[config.mk]
export PLATFORM = sky130hd
export DESIGN_NAME = vga_score_scheduler
export DESIGN_NICKNAME = d
export VERILOG_FILES = /design/src/rtl/vga_score_scheduler.sv
export SDC_FILE = /design/constraint.sdc
export NUM_CORES = 1
export LEC_CHECK = 0
export ABC_CLOCK_PERIOD_IN_PS = 2800
export BUFFER_PORTS_ARGS = -buffer_cell sky130_fd_sc_hd__buf_2
export CELL_PAD_IN_SITES_DETAIL_PLACEMENT = 0
export CELL_PAD_IN_SITES_GLOBAL_PLACEMENT = 1
export CORE_MARGIN = 5
export CORE_UTILIZATION = 40
export DETAILED_ROUTE_END_ITERATION = 16
export GPL_ROUTABILITY_DRIVEN = 0
export PLACE_DENSITY = 0.9
export SETUP_SLACK_MARGIN = 0.05
export SLEW_MARGIN = 20
export SYNTH_ARGS = -nofsm -noshare
export SYNTH_HDL_FRONTEND = slang
export SYNTH_SLANG_ARGS = --single-unit
[constraint.sdc]
create_clock -name clk -period 2.8 [get_ports clk]
set_input_delay 0.56 -clock clk [delete_from_list [all_inputs] [get_ports clk]]
set_output_delay 0.56 -clock clk [all_outputs]
set_load 0.02 [all_outputs]
[src/rtl/vga_score_scheduler.sv]
// Six-digit score overlay: buffers a binary score, converts it to BCD and commits it at frame start.
// Optional leading-zero blanking is enabled with `define SCORE_LEADING_ZERO_BLANK_EN.
module vga_score_scheduler #(
    parameter int unsigned ORIGIN_X = 0,
    parameter int unsigned ORIGIN_Y = 0,
    parameter int unsigned DIGIT_W  = 12,
    parameter int unsigned DIGIT_H  = 17
) (
    input  logic        clk,
    input  logic        reset,
    input  logic [31:0] score,
    input  logic        update_valid,
    output logic        update_ready,
    input  logic        frame_start,
    input  logic [31:0] x,
    input  logic [31:0] y,
    output logic        digit_active,
    output logic [3:0]  digit_value,
    output logic [3:0]  glyph_x,
    output logic [4:0]  glyph_y
);

    // Handshake: a score is taken on any cycle where update_valid and update_ready are both 1;
    // update_ready is 1 only in IDLE and update_valid is otherwise ignored (nothing is queued).
    typedef enum logic [1:0] {IDLE, CONVERT, WAIT_FRAME, COMMIT} state_t;

    localparam logic [31:0] OX      = 32'(ORIGIN_X);
    localparam logic [31:0] OY      = 32'(ORIGIN_Y);
    localparam logic [31:0] FIELD_W = 32'(6 * DIGIT_W);
    localparam logic [31:0] FIELD_H = 32'(DIGIT_H);

    state_t      state, state_next;
    logic [19:0] bin_q;
    logic [23:0] bcd_q;
    logic [23:0] bcd_step;
    logic [4:0]  bit_cnt;
    logic [3:0]  disp [6];

    always_ff @(posedge clk) begin
        if (reset) state <= IDLE;
        else       state <= state_next;
    end

    always_comb begin
        state_next   = state;
        update_ready = 1'b0;
        case (state)
            IDLE: begin
                update_ready = 1'b1;
                if (update_valid) state_next = CONVERT;
            end
            CONVERT:    if (bit_cnt == 5'd19) state_next = WAIT_FRAME;
            WAIT_FRAME: if (frame_start) state_next = COMMIT;
            COMMIT:     state_next = IDLE;
            default:    state_next = IDLE;
        endcase
    end

    // Shift-add-3: correct every nibble >= 5 before shifting in the next binary bit.
    always_comb begin
        logic [23:0] adj;
        adj = bcd_q;
        for (int i = 0; i < 6; i++) begin
            if (adj[i*4 +: 4] >= 4'd5) adj[i*4 +: 4] = adj[i*4 +: 4] + 4'd3;
        end
        bcd_step = {adj[22:0], bin_q[19]};
    end

    always_ff @(posedge clk) begin
        if (reset) begin
            bin_q   <= '0;
            bcd_q   <= '0;
            bit_cnt <= '0;
            for (int i = 0; i < 6; i++) disp[i] <= '0;
        end else begin
            case (state)
                IDLE: begin
                    if (update_valid) begin
                        bin_q   <= (score > 32'd999999) ? 20'd999999 : score[19:0];
                        bcd_q   <= '0;
                        bit_cnt <= '0;
                    end
                end
                CONVERT: begin
                    bcd_q   <= bcd_step;
                    bin_q   <= {bin_q[18:0], 1'b0};
                    bit_cnt <= bit_cnt + 5'd1;
                end
                COMMIT: begin
                    for (int i = 0; i < 6; i++) disp[i] <= bcd_q[(5-i)*4 +: 4];
                end
                default: ;
            endcase
        end
    end

    // Pixel path; disp[0] is the most significant digit.
    logic [31:0] dx, dy, cell_base;
    logic [2:0]  k;
    logic        hit;
    logic [5:0]  shown;

    always_comb begin
        dx        = x - OX;
        dy        = y - OY;
        hit       = (x >= OX) && (dx < FIELD_W) && (y >= OY) && (dy < FIELD_H);
        k         = 3'd0;
        cell_base = '0;
        for (int i = 1; i < 6; i++) begin
            if (dx >= 32'(i * DIGIT_W)) begin
                k         = 3'(i);
                cell_base = 32'(i * DIGIT_W);
            end
        end
    end

`ifdef SCORE_LEADING_ZERO_BLANK_EN
    always_comb begin
        logic lead;
        lead = 1'b0;
        for (int i = 0; i < 6; i++) begin
            lead     = lead | (disp[i] != 4'd0);
            shown[i] = lead;
        end
        shown[5] = 1'b1;
    end
`else
    assign shown = 6'b111111;
`endif

    always_ff @(posedge clk) begin
        if (reset || !(hit && shown[k])) begin
            digit_active <= 1'b0;
            digit_value  <= '0;
            glyph_x      <= '0;
            glyph_y      <= '0;
        end else begin
            digit_active <= 1'b1;
            digit_value  <= disp[k];
            glyph_x      <= 4'(dx - cell_base);
            glyph_y      <= 5'(dy);
        end
    end

endmodule

==> impl_metrics.py, run 1 <==
metrics = {
    "placed_design": {
        "dpl_worst_slack_ps": 303,
        "dpl.hpwl_um": 7790,
        "placed_cell_area_um2": 5220,
        "port_buffers": 114,
    },
    "clock_network": {
        "ctsHoldBuffers": 0,
        "clockRootBuffer": "clkbuf_16",
        "h-tree-depth": 3,
        "clk_path_buf_depth": 2,
        "post_cts_buffers": 0,
        "worstSkewPairLatency_ps": 330,
        "cts_resized": 0,
        "cts_made_buffers": 9,
        "path_clk_slew_ps": 60,
        "cts_tree": "done",
        "clock_sinks": 89,
    },
    "route": {
        "drc_errors": 0,
        "routedWlPerCell_um": 14.0,
        "drtAntennaViolNets": 0,
        "vias": 4032,
        "viasPerCell": 5.43,
        "finalWirelength_um": 10400,
        "firstDrtPassIters": 4,
        "drtIter0Drc": 186,
    },
    "die": {
        "core_area_um2": 10900,
        "io_pins": 115,
        "initial_core_util_pct": 41.2,
        "die_area_um2": 13500,
        "die_w_um": 116,
        "rows": 38,
        "die_h_um": 116,
    },
    "sta": {
        "hold_violations": 0,
        "fmax_mhz": 465,
        "max-slew-margin-rel_pct": 60.8,
        "rsz0062_at_grt": "false",
        "fin_setup_tns_ps": 0,
        "period_needed_ps": 2150,
        "fin_crit_sh_pct": 76.8,
        "fin_ws_ps": 651,
        "worst_pin_slew_ps": 585,
        "drv_slew": 0,
        "finClkSkew_ps": 7.45,
        "setup_violations": 0,
    },
    "synthesis": {
        "synth.avg_cell_area_um2": 9.17,
        "synthArstFlopShare_pct": 0,
        "yosysUniqueCellTypes": 52,
        "ys_seq_area_share_pct": 44.9,
        "synth_edf_count": 24,
        "synth_area_um2": 4500,
        "postSynthCellCount": 491,
        "yosys_warnings": 0,
        "syn_nets": 609,
        "ys_ff_latch": 89,
        "synth-main-ff-cell": "dfxtp_1",
    },
    "global_routing": {
        "grt_start_max_net_pins": 47,
        "grt_overflow": 0,
        "grt_pass1_vias": 3930,
        "grt_util_all_layers_pct": 15.6,
        "antenna_found_initial": 0,
        "grt_pass1_wl_um": 17100,
    },
    "critical_path": {
        "cp.arrival_ps": 2420,
        "reg2reg_depth": 6,
        "critPathLaunchType": "input port",
        "crit_type": "input port to flop",
        "worstPathRequired_ps": 3070,
        "crit_path_end_kind": "flop",
        "worstPathMaxFanout": 12,
    },
    "layout": {
        "fin_area_um2": 5540,
        "antenna_cells": 0,
        "finalNetCount": 716,
        "area_growth_pct": 23.0,
        "layout-drive-gt1-share_pct": 24.5,
        "post-route-util_pct": 50.7,
    },
    "power_and_ir_drop": {
        "p_leak_uw": 0.00222,
        "power.density_nw_per_um2": 674,
        "ir_drop_mv": 0.679,
        "power.total_uw": 3730,
    },
    "run": {
        "cap_violations": 0,
    },
    "run_status": {
        "status": "finished, final reports clean",
    },
    "hold_path": {
        "hp-class": "input port to flop",
        "hold_depth": 2,
    },
}
metrics by stage:
| stage | hold slack (ps) | cells |
|---|---|---|
| 2_1_floorplan | 427 | 491 |
| 3_3_place_gp | 435 | 727 |
| 3_5_place_dp | 443 | 727 |
| 4_1_cts | 421 | 743 |
| 5_1_grt | 422 | 743 |
| 6_report | 434 | 743 |
final timing paths:
check	from	end	slack (ps)
worst max register to register	state[1]	bin_q[14]	780
worst max-delay path	x[15]	digit_value[1]	650
worst min register to register	bin_q[2]	bin_q[2]	450
worst min-delay path	x[0]	glyph_x[0]	430
where the power goes:
| group | switching [µW] | internal [µW] |
|---|---|---|
| logic | 557 | 344 |
| clock network | 497 | 754 |
| registers | 90.1 | 1490 |
| total | 1140 | 2590 |
critical path, cell delays in order:
cell and delay, ps:
buf_2 110, nor4_1 380, nand2_1 120, or3_1 330
or4_4 560, inv_2 160, o2111a_1 200
final cells by class:
| type | instances | area (µm²) |
|---|---|---|
| clock buffers | 10 | 250 |
| clock inverters | 6 | 70.1 |
| fillers | 1010 | 5400 |
| inverters | 21 | 78.8 |
| multi-input cells | 354 | 2290 |
| flip-flops and latches | 89 | 2020 |
| well taps | 140 | 175 |
| repair buffers | 123 | 651 |
layout by cell type (no fill, tap or decap), drive strengths merged, types with 7 or more instances in the layout:
cell / instances
nor4: 21
o21ai: 26
xnor2: 11
dfxtp: 65
o211ai: 7
and2: 32
ha: 18
inv: 24
buf: 123
a32oi: 13
a211oi: 9
a21oi: 35
edfxtp: 24
clkbuf: 10
nor3: 10
nor2: 40
nand2: 32
nand2b: 15
a22oi: 9
nand3: 10
o311ai: 7
logic make-up after synthesis:
| family | count (synthesis) | synth area share (%) |
|---|---|---|
| mux | 6 | 1.36 |
| compound gates | 132 | 19.8 |
| fa+ha+maj | 18 | 5.00 |
| xor+xnor | 14 | 2.72 |
| simple gates | 184 | 22.0 |
| buf+inv | 48 | 4.17 |
| flops | 89 | 44.9 |
synthesized netlist by cell type, drive strengths merged, types with 2 or more instances:
master | number | area, µm²
o21a | 2 | 15.0
nand4 | 5 | 37.5
ha | 18 | 225
xnor2 | 11 | 96.3
a21o | 5 | 37.5
a211oi | 9 | 67.6
nand3 | 10 | 50.1
o311ai | 7 | 61.3
buf | 2 | 15.0
or3 | 2 | 12.5
o221ai | 5 | 43.8
inv | 21 | 78.8
o2111a | 3 | 33.8
a2111oi | 2 | 17.5
mux2i | 5 | 50.1
nor3b | 4 | 30.0
xor2 | 3 | 26.3
o211ai | 7 | 52.6
and2 | 32 | 200
nor2 | 40 | 150
edfxtp | 24 | 721
a21oi | 35 | 175
nand2b | 15 | 93.8
clkbuf | 25 | 93.8
nor2b | 4 | 25.0
or2 | 2 | 12.5
nor3 | 10 | 50.1
dfxtp | 65 | 1300
nor4 | 21 | 150
o31ai | 2 | 15.0
o21ai | 26 | 130
a22oi | 9 | 67.6
a32oi | 13 | 114
nand2 | 32 | 120
and3 | 3 | 18.8
routing by layer:
layer  up-vias  track usage [%]  part of all wire, %
li1       2017                -                    -
met1      1836             19.3                   43
met2       166             26.5                   45
met3        13             3.81                   10
met4         0             5.26                  1.5
met5         -                0                    0
flip-flops by register name, summed over array words and instances (netlist names):
name	flops
glyph_x	4
glyph_y	5
digit_value	4
disp	24
state	2
digit_active	1
bit_cnt	5
bin_q	20
bcd_q	24
(Power assumes the default switching activity.)
==> inputs of run 2 (changes only) <==
--- a/config.mk
+++ b/config.mk
@@ -5,7 +5,7 @@
 export SDC_FILE = /design/constraint.sdc
 export NUM_CORES = 1
 export LEC_CHECK = 0
-export ABC_CLOCK_PERIOD_IN_PS = 2800
+export ABC_CLOCK_PERIOD_IN_PS = 2000
 export BUFFER_PORTS_ARGS = -buffer_cell sky130_fd_sc_hd__buf_2
 export CELL_PAD_IN_SITES_DETAIL_PLACEMENT = 0
 export CELL_PAD_IN_SITES_GLOBAL_PLACEMENT = 1
==> constraint.sdc (replaced) <==
create_clock -name clk -period 2 [get_ports clk]
set_input_delay 0.4 -clock clk [delete_from_list [all_inputs] [get_ports clk]]
set_output_delay 0.4 -clock clk [all_outputs]
set_load 0.02 [all_outputs]
==> run 2 against run 1 <==
  * Via count grew 1.4%
  * Total power grew 40%
  * Hold slack worse by 150 ps
  * Clock skew down 3.9 ps
  * Largest power group unchanged
  * Combinational power rose by 47%
  * Critical endpoint is now digit_value[0]
  * Non-clock buffer count increased by 14
  * Setup slack got worse by 450 ps
==> impl_metrics.py, run 2 (same netlist as run 1, synthesis figures left out) <==
metrics = {
    "die": {
        "io_pins": 115,
        "initial_core_util_pct": 41.2,
        "die_h_um": 116,
        "die_area_um2": 13500,
        "core_area_um2": 10900,
        "rows": 38,
        "die_w_um": 116,
    },
    "critical_path": {
        "crit_chain": "buf_2 > nor4_4 > nand4_2 > or3_1 > or4_4 > inv_4 > o2111a_1",
        "crit_type": "input port to flop",
        "cp.arrival_ps": 2070,
        "worstPathMaxFanout": 12,
        "crit_path_end_kind": "flop",
        "reg2reg_depth": 7,
        "crit_path_max_incr_delay_ps": 460,
        "critPathLaunchType": "input port",
        "worstPathRequired_ps": 2270,
        "slowest_stage": "or4_4",
    },
    "global_routing": {
        "grt_pass1_wl_um": 17600,
        "top_usage_layer": "met2",
        "grt_util_all_layers_pct": 16.1,
        "grt_pass1_vias": 3983,
        "grt_use_met3_pct": 4.28,
        "globalRouteMet2Util_pct": 28.3,
        "grt_use_met1_pct": 19.6,
        "grt_start_max_net_pins": 38,
        "antenna_found_initial": 0,
        "grt_overflow": 0,
    },
    "placed_design": {
        "dpl.hpwl_um": 8080,
        "port_buffers": 114,
        "dpl_worst_slack_ps": -193,
        "dp.cells": 741,
    },
    "sta": {
        "max-slew-margin-rel_pct": 59.6,
        "fin_crit_sh_pct": 90.0,
        "period_needed_ps": 1800,
        "hold_violations": 0,
        "fin_setup_tns_ps": 0,
        "hold_ws_ps": 282,
        "rsz0062_at_grt": "false",
        "finClkSkew_ps": 3.58,
        "fmax_mhz": 556,
        "setup_violations": 0,
        "drv_slew": 0,
        "fin_ws_ps": 200,
        "worst_pin_slew_ps": 603,
    },
    "clock_network": {
        "h-tree-depth": 3,
        "post_cts_buffers": 0,
        "cts_made_buffers": 9,
        "clock_sinks": 89,
        "worstSkewPairLatency_ps": 330,
        "ctsHoldBuffers": 0,
        "clockRootBuffer": "clkbuf_16",
        "cts_tree": "done",
        "path_clk_slew_ps": 60,
        "clk_path_buf_depth": 2,
    },
    "route": {
        "drtIter0Drc": 173,
        "firstDrtPassIters": 4,
        "viasPerCell": 5.40,
        "routedWlPerCell_um": 14.1,
        "vias": 4087,
        "drc_errors": 0,
        "finalWirelength_um": 10700,
        "drtAntennaViolNets": 0,
    },
    "layout": {
        "final_cell_mix": "buf_2 (114), dfxtp_1 (65), nor2_1 (39)",
        "area_growth_pct": 26.1,
        "top_regs": "bcd_q x24, disp x24, bin_q x20",
        "finalNonFillerCells": 757,
        "layout-drive-gt1-share_pct": 26.1,
        "post-route-util_pct": 51.9,
        "final_common_cell": "buf_2",
        "antenna_cells": 0,
        "finalNetCount": 730,
    },
    "hold_path": {
        "hp-class": "input port to flop",
        "hold_depth": 2,
    },
    "power_and_ir_drop": {
        "p_leak_uw": 0.00228,
        "power.density_nw_per_um2": 920,
        "ir_drop_mv": 0.571,
    },
    "run_status": {
        "status": "finished, final reports clean",
    },
    "run": {
        "cap_violations": 0,
    },
}
run 2: cell count changes in the layout (fill, tap and decap cells not counted), moves of 2 or more:
cell and change:
buf_4 +13, nor4_2 -3, nor4_4 +3, clkinv_1 +2, inv_6 -2
run 2: area by class of cell:
cell class                 instances  area, µm²
inverter                          21       81.3
sequential                        89       2020
clock inverter                     5       51.3
multi-input combinational        354       2320
clock buffer                      11        254
tap                              140        175
timing repair buffer             137        768
fill                            1013       5260
run 2: timing repair:
action / in CTS / in global routing
endpoints found under the hold margin: 0 / 0
setup endpoints to repair: 0 / 4
resized for setup: 0 / 2
run 2: final timing paths:
check	start	end	slack (ps)
setup / recovery	x[23]	digit_value[0]	200
hold / removal	x[0]	glyph_x[0]	280
setup reg to reg	state[1]	bin_q[4]	280
hold reg to reg	bin_q[2]	bin_q[2]	450
run 2: per-layer routing:
metal  part of all wire, %  routed length, µm
met5                     0                  0
met4                   1.1                116
met3                   8.1                861
met2                    46               4950
met1                    44               4750
run 2: per-stage QoR:
step	area (µm²)	power, µW
after floorplan	4530	3100
after global placement	5360	3530
after detailed placement	5360	3580
after CTS	5670	5270
after global routing	5680	5560
final	5680	5220
run 2: critical path: cells and delay by family:
family | cells | cell delay, ps
AO/OA/AOI/OAI | 1 | 170
buffers and inverters | 2 | 230
AND/OR/NAND/NOR | 4 | 1270
run 2: where the power goes:
group | total (µW) | switching, µW | internal, µW
logic | 1320 | 790 | 531
registers | 2220 | 126 | 2090
clock network | 1680 | 647 | 1040
total | 5220 | 1560 | 3660
